$ cat config.mk
export PLATFORM = sky130hd
export DESIGN_NAME = td4_regscan_flat
export DESIGN_NICKNAME = d
export VERILOG_FILES = /design/src/rtl/td4_regscan_if.sv /design/src/rtl/td4_regscan.sv /design/src/flat_wrapper.sv
export SDC_FILE = /design/constraint.sdc
export NUM_CORES = 1
export LEC_CHECK = 0
export CORE_ASPECT_RATIO = 0.7
export CORE_UTILIZATION = 55
export DETAILED_ROUTE_END_ITERATION = 8
export GPL_TIMING_DRIVEN = 1
export PLACE_DENSITY = 0.77
export SYNTH_ARGS = -nofsm -noshare
export SYNTH_HDL_FRONTEND = slang
export SYNTH_SLANG_ARGS = --single-unit
$ cat constraint.sdc
create_clock -name CLOCK -period 4.4 [get_ports CLOCK]
set_input_delay 0.66 -clock CLOCK [delete_from_list [all_inputs] [get_ports CLOCK]]
set_output_delay 0.66 -clock CLOCK [all_outputs]
set_load 0.02 [all_outputs]
$ cat src/rtl/td4_regscan_if.sv
// Register-view port and ASCII character stream shared by td4_regscan and its neighbours.
// The master side is the scanner: it drives the register select and the character stream.
interface td4_regscan_if;
  logic [2:0] regsel;
  logic [7:0] regdat;
  logic [7:0] char_data;
  logic       char_valid;
  logic       char_ready;
  logic       char_first;

  modport master (
    output regsel,
    input  regdat,
    output char_data,
    output char_valid,
    output char_first,
    input  char_ready
  );

  modport slave (
    input  regsel,
    output regdat,
    input  char_data,
    input  char_valid,
    input  char_first,
    output char_ready
  );
endinterface

$ cat src/rtl/td4_regscan.sv
// Register-view scanner: on each refresh tick, walks regsel over NREGS registers, captures each
// byte after a settle interval and emits label / hex-high / hex-low characters on a
// valid/ready stream.
module td4_regscan #(
  parameter int unsigned NREGS       = 7,
  parameter int unsigned SETTLE      = 2,
  parameter int unsigned REFRESH_DIV = 500000
) (
  input  logic               CLOCK,
  input  logic               RESET_N,
  input  logic               enable,
  td4_regscan_if.master      bus,
  output logic               busy
);

  localparam int unsigned CntW = $clog2(REFRESH_DIV);

  typedef enum logic [2:0] {StIdle, StSelect, StSendLbl, StSendHi, StSendLo} state_e;

  state_e          state_q, state_d;
  logic [2:0]      regsel_q, regsel_d;
  logic [3:0]      settle_q, settle_d;
  logic [7:0]      cap_q, cap_d;
  logic [CntW-1:0] cnt_q, cnt_d;
  logic            pending_q, pending_d;
  logic            tick;

  function automatic logic [7:0] label_char(input logic [2:0] sel);
    logic [7:0] c;
    unique case (sel)
      3'd0: c = 8'h50;  // P
      3'd1: c = 8'h41;  // A
      3'd2: c = 8'h42;  // B
      3'd3: c = 8'h53;  // S
      3'd4: c = 8'h46;  // F
      3'd5: c = 8'h4F;  // O
      3'd6: c = 8'h49;  // I
      default: c = 8'h58;  // X
    endcase
    return c;
  endfunction

  function automatic logic [7:0] hex_char(input logic [3:0] n);
    return (n < 4'd10) ? (8'h30 + {4'h0, n}) : (8'h37 + {4'h0, n});
  endfunction

  // Refresh timer: free-runs while enabled, holds otherwise; tick on the terminal count.
  always_comb begin
    tick  = enable && (cnt_q == CntW'(REFRESH_DIV - 1));
    cnt_d = cnt_q;
    if (enable) begin
      cnt_d = tick ? '0 : cnt_q + CntW'(1);
    end
  end

  // Frame sequencing; ticks that arrive while busy collapse into the single pending flag.
  always_comb begin
    state_d   = state_q;
    regsel_d  = regsel_q;
    settle_d  = settle_q;
    cap_d     = cap_q;
    pending_d = pending_q | tick;
    unique case (state_q)
      StIdle: begin
        if (pending_q || tick) begin
          state_d   = StSelect;
          regsel_d  = '0;
          settle_d  = '0;
          pending_d = 1'b0;
        end
      end
      StSelect: begin
        if (settle_q == 4'(SETTLE - 1)) begin
          cap_d   = bus.regdat;
          state_d = StSendLbl;
        end else begin
          settle_d = settle_q + 4'd1;
        end
      end
      StSendLbl: begin
        if (bus.char_ready) state_d = StSendHi;
      end
      StSendHi: begin
        if (bus.char_ready) state_d = StSendLo;
      end
      StSendLo: begin
        if (bus.char_ready) begin
          if (regsel_q < 3'(NREGS - 1)) begin
            regsel_d = regsel_q + 3'd1;
            settle_d = '0;
            state_d  = StSelect;
          end else begin
            regsel_d = '0;
            state_d  = StIdle;
          end
        end
      end
      default: state_d = StIdle;
    endcase
  end

  // Outputs decode straight from registered state so they hold steady while the sink stalls.
  always_comb begin
    bus.regsel     = regsel_q;
    bus.char_valid = 1'b0;
    bus.char_first = 1'b0;
    bus.char_data  = 8'h00;
    busy           = (state_q != StIdle);
    unique case (state_q)
      StSendLbl: begin
        bus.char_valid = 1'b1;
        bus.char_first = (regsel_q == 3'd0);
        bus.char_data  = label_char(regsel_q);
      end
      StSendHi: begin
        bus.char_valid = 1'b1;
        bus.char_data  = hex_char(cap_q[7:4]);
      end
      StSendLo: begin
        bus.char_valid = 1'b1;
        bus.char_data  = hex_char(cap_q[3:0]);
      end
      default: ;
    endcase
  end

  // State registers.
  always_ff @(posedge CLOCK or negedge RESET_N) begin
    if (!RESET_N) begin
      state_q   <= StIdle;
      regsel_q  <= '0;
      settle_q  <= '0;
      cap_q     <= '0;
      cnt_q     <= '0;
      pending_q <= 1'b0;
    end else begin
      state_q   <= state_d;
      regsel_q  <= regsel_d;
      settle_q  <= settle_d;
      cap_q     <= cap_d;
      cnt_q     <= cnt_d;
      pending_q <= pending_d;
    end
  end

endmodule

$ cat src/flat_wrapper.sv
// flat-port wrapper written by rule: the top's interface ports become plain ports
module td4_regscan_flat 
#(
  parameter int unsigned NREGS       = 7,
  parameter int unsigned SETTLE      = 2,
  parameter int unsigned REFRESH_DIV = 500000
)
  (CLOCK, RESET_N, enable, busy, bus_regsel, bus_regdat, bus_char_data, bus_char_valid, bus_char_first, bus_char_ready);
  td4_regscan_if bus_i ();
  input  logic CLOCK;
  input  logic RESET_N;
  input  logic enable;
  output logic busy;
  output wire logic [$bits(bus_i.regsel)-1:0] bus_regsel;
  input wire logic [$bits(bus_i.regdat)-1:0] bus_regdat;
  output wire logic [$bits(bus_i.char_data)-1:0] bus_char_data;
  output wire logic [$bits(bus_i.char_valid)-1:0] bus_char_valid;
  output wire logic [$bits(bus_i.char_first)-1:0] bus_char_first;
  input wire logic [$bits(bus_i.char_ready)-1:0] bus_char_ready;
  assign bus_regsel = bus_i.regsel;
  assign bus_i.regdat = bus_regdat;
  assign bus_char_data = bus_i.char_data;
  assign bus_char_valid = bus_i.char_valid;
  assign bus_char_first = bus_i.char_first;
  assign bus_i.char_ready = bus_char_ready;
  td4_regscan #(.NREGS(NREGS), .SETTLE(SETTLE), .REFRESH_DIV(REFRESH_DIV)) u_core (.CLOCK(CLOCK), .RESET_N(RESET_N), .enable(enable), .bus(bus_i), .busy(busy));
endmodule
==> results.yml <==
cts:
  cts_repair_resize_count: 0
  post_cts_hold_buffer_count: 0
  cts_tree: "yes"
  clk_path_buf_depth: 2
  clock_sink_count: 38
  post_cts.repair.setup_buffers: 0
  cts-root-buf: "sky130_fd_sc_hd__clkbuf_8"
  htree_num_levels: 2
  clk-insertion-delay-late_ns: 0.29
  cts.clk_slew.worst_paths_ns: 0.07
  cts_inserted_buffers: 5
floorplan:
  initial_core_util_pct: 58.12
  pin_count: 26
  die_h_microns: 56.03
  num_rows: 19
  core_area_sq_um: 3946
  fp.dieW_microns: 79.18
  die_area_sq_um: 4436
power:
  power_density_nw_per_um2: 591.4
  vdd_ir_drop_max_v: 0.0003370
  power.leakage_nw: 1.189
yosys:
  number_of_synthesized_register_bits: 38
  synth_seq_area_share_pct: 41.46
  synthMuxAreaShare_pct: 4.801
  synth_nets: 276
  synth-simple-area-share_pct: 21.66
  post_synth_edffs: 0
  post_synth_fa_ha_maj_area_fraction_pct: 6.547
  synth_top_family_by_area: "simple AND/OR/NAND/NOR gates"
  synth_xor_area_share_pct: 5.346
  avgSynthCellArea_sq_um: 9.101
  count_of_unique_library_cells_instantiated_by_yosys: 46
  yosys_warnings: 0
  synth_compound_area_share_pct: 15.44
  synthesis.instances: 252
  synth_flop_cell: "sky130_fd_sc_hd__dfrtp_1"
  syn_area_sq_um: 2293
  asyncSetResetFlopFracSynth_pct: 100.0
cells_and_area:
  final_cell_mix: "sky130_fd_sc_hd__dfrtp_1, sky130_fd_sc_hd__nand2_1, sky130_fd_sc_hd__clkdlybuf4s50_1"
  drive_gt1_share_pct: 8.696
  areaGrowthSynthToFinish_pct: 15.28
  instances_no_fill: 328
  layout_commonest_cell: "sky130_fd_sc_hd__dfrtp_1"
  nNetsFinal: 299
  antenna_cells: 0
timing:
  fin_worst_skew_ns: 0.004762
  finalSetupViolations: 0
  tightestPinTransition_ns: 1.000
  slew_violations: 0
  fmax_mhz: 299.7
  timing.setup.tns_ns: 0
  fin_crit_ns: 3.336
  min_period_over_period_pct: 75.82
  rsz_0062_raised_after_global_routing: "false"
  finalHoldViolations: 0
  max_slew_margin_pct: 32.69
grt:
  grt_first_pass_wirelength_mm: 8.328
  grt_start_max_net_pins: 39
  number_of_global_route_vias_before_repair: 1766
  grt_antenna_before_repair: 0
  globalRouteTotalUtil_pct: 24.64
  gr-total-overflow: 0
status:
  status: "finished, final reports clean"
worst_setup_path:
  crit_fanout: 6
  worst_path_max_delay_cell: "sky130_fd_sc_hd__clkdlybuf4s50_1"
  critPathKind: "flop to output port"
  start_kind: "flop"
  timing.critical_path.required_ns: 3.74
  critical_path.cell_chain: "inv_1, ha_1, or3_1, a221oi_1, a31oi_1, o21ai_0, clkdlybuf4s50_1"
  worstSetupEndpointType: "output port"
  timing.critical_path.arrival_ns: 2.68
  cp_slowest_stage_delay_ns: 0.63
route:
  route.detailed.vias_per_inst: 5.756
  via_count: 1888
  drtIter0Drc: 143
  total_routed_wirelength_mm: 4.802
  ant_nets: 0
  drt-pass1-iter-count: 4
  detail_route.wl_per_cell_microns: 14.64
  detail_route.drc_violations: 0
place:
  portBuffers: 24
  globalplace.congestion: 0.8589
  hpwlAfterDp_mm: 3.405
  placed_cells: 320
worst_hold_path:
  hold_path_class: "input pin to async pin"
run:
  drv_cap: 0
[cells in the mapped netlist, types with 3 or more instances]
cell | instances | area (sq um)
sky130_fd_sc_hd__nor2b_1 | 4 | 25.02
sky130_fd_sc_hd__nor2_1 | 18 | 67.56
sky130_fd_sc_hd__nor3_1 | 7 | 35.03
sky130_fd_sc_hd__clkbuf_1 | 5 | 18.77
sky130_fd_sc_hd__o22ai_1 | 5 | 31.28
sky130_fd_sc_hd__nor4_1 | 4 | 25.02
sky130_fd_sc_hd__nor3b_1 | 3 | 22.52
sky130_fd_sc_hd__xnor2_1 | 7 | 61.31
sky130_fd_sc_hd__mux2_2 | 8 | 90.09
sky130_fd_sc_hd__dfrtp_1 | 38 | 950.9
sky130_fd_sc_hd__o21ai_0 | 20 | 100.1
sky130_fd_sc_hd__inv_1 | 17 | 63.81
sky130_fd_sc_hd__xor2_1 | 7 | 61.31
sky130_fd_sc_hd__a21oi_1 | 11 | 55.05
sky130_fd_sc_hd__nand2_1 | 25 | 93.84
sky130_fd_sc_hd__nand3_1 | 19 | 95.09
sky130_fd_sc_hd__a22o_1 | 3 | 26.28
sky130_fd_sc_hd__ha_1 | 12 | 150.1
sky130_fd_sc_hd__nand4_1 | 3 | 18.77
[per-stage QoR]
stage               hold slack [ns]  area [sq um]  power (mW)  worst slack, ns  utilization [%]
floorplan                    0.3644          2293       1.085            1.749                -
global placement             0.4826          2552       1.295            1.452            64.68
detailed placement           0.4893          2552       1.310            1.395            64.68
CTS                          0.4999          2644       1.570            1.064            66.99
global route                 0.5157          2644       1.698           0.7823            66.99
finish                       0.4593          2644       1.563            1.064            66.99
[per-layer routing]
| metal | GRT usage [%] | wire length [microns] | vias up |
|---|---|---|---|
| met5 | 0 | 0 | - |
| met3 | 5.082 | 243 | 7 |
| met2 | 35.10 | 2058 | 55 |
| met1 | 36.68 | 2434 | 884 |
| met4 | 9.091 | 65 | 0 |
| li1 | - | - | 942 |
[report_power, final]
part | leakage, nW | internal, mW | switching (mW)
clock | 0.0482 | 0.126 | 0.124
sequential | 0.475 | 0.440 | 0.149
combinational | 0.666 | 0.350 | 0.374
[critical path, delay by kind of cell (launching register included)]
family	cells	cell delay (ns)
flops	1	0.45
simple gates	1	0.35
fa+ha+maj	1	0.24
buf+inv	2	0.77
compound gates	3	0.59
[final cells by class]
cell class	count	area [sq um]
clock buffer	7	86.33
clock inverter	1	5.005
fill	329	1303
inverter	17	63.81
multi-input combinational	189	1237
sequential	38	950.9
tap	52	65.06
timing repair buffer	24	235.2
[cells by family after synthesis]
| logic type | after synthesis |
|---|---|
| AOI/OAI and AO/OA | 55 |
| xor gates and xnor gates | 14 |
| adders and majority gates | 12 |
| buffers and inverters | 25 |
| DFF | 38 |
| muxes | 10 |
| other | 1 |
| and+or+nand+nor | 97 |
[final timing paths]
kind	from	to	slack, ns	cells after the start
min in group CLOCK	u_core.cnt_q[17]	u_core.cnt_q[17]	0.50	1
hold reg to reg	u_core.cnt_q[17]	u_core.cnt_q[17]	0.50	1
max in group asynchronous	RESET_N	u_core.cap_q[3]	3.41	1
hold / removal	RESET_N	u_core.state_q[2]	0.46	1
setup / recovery	u_core.bus.regsel[1]	bus_char_data[3]	1.06	7
setup reg to reg	u_core.cnt_q[12]	u_core.bus.regsel[0]	2.14	4
[state kept, by name (all words and copies together), names as in the netlist]
name,cells
u_core.cnt_q,19
u_core.settle_q,4
u_core.pending_q,1
u_core.state_q,3
u_core.cap_q,8
u_core.bus.regsel,3
(Power assumes the default switching activity.)
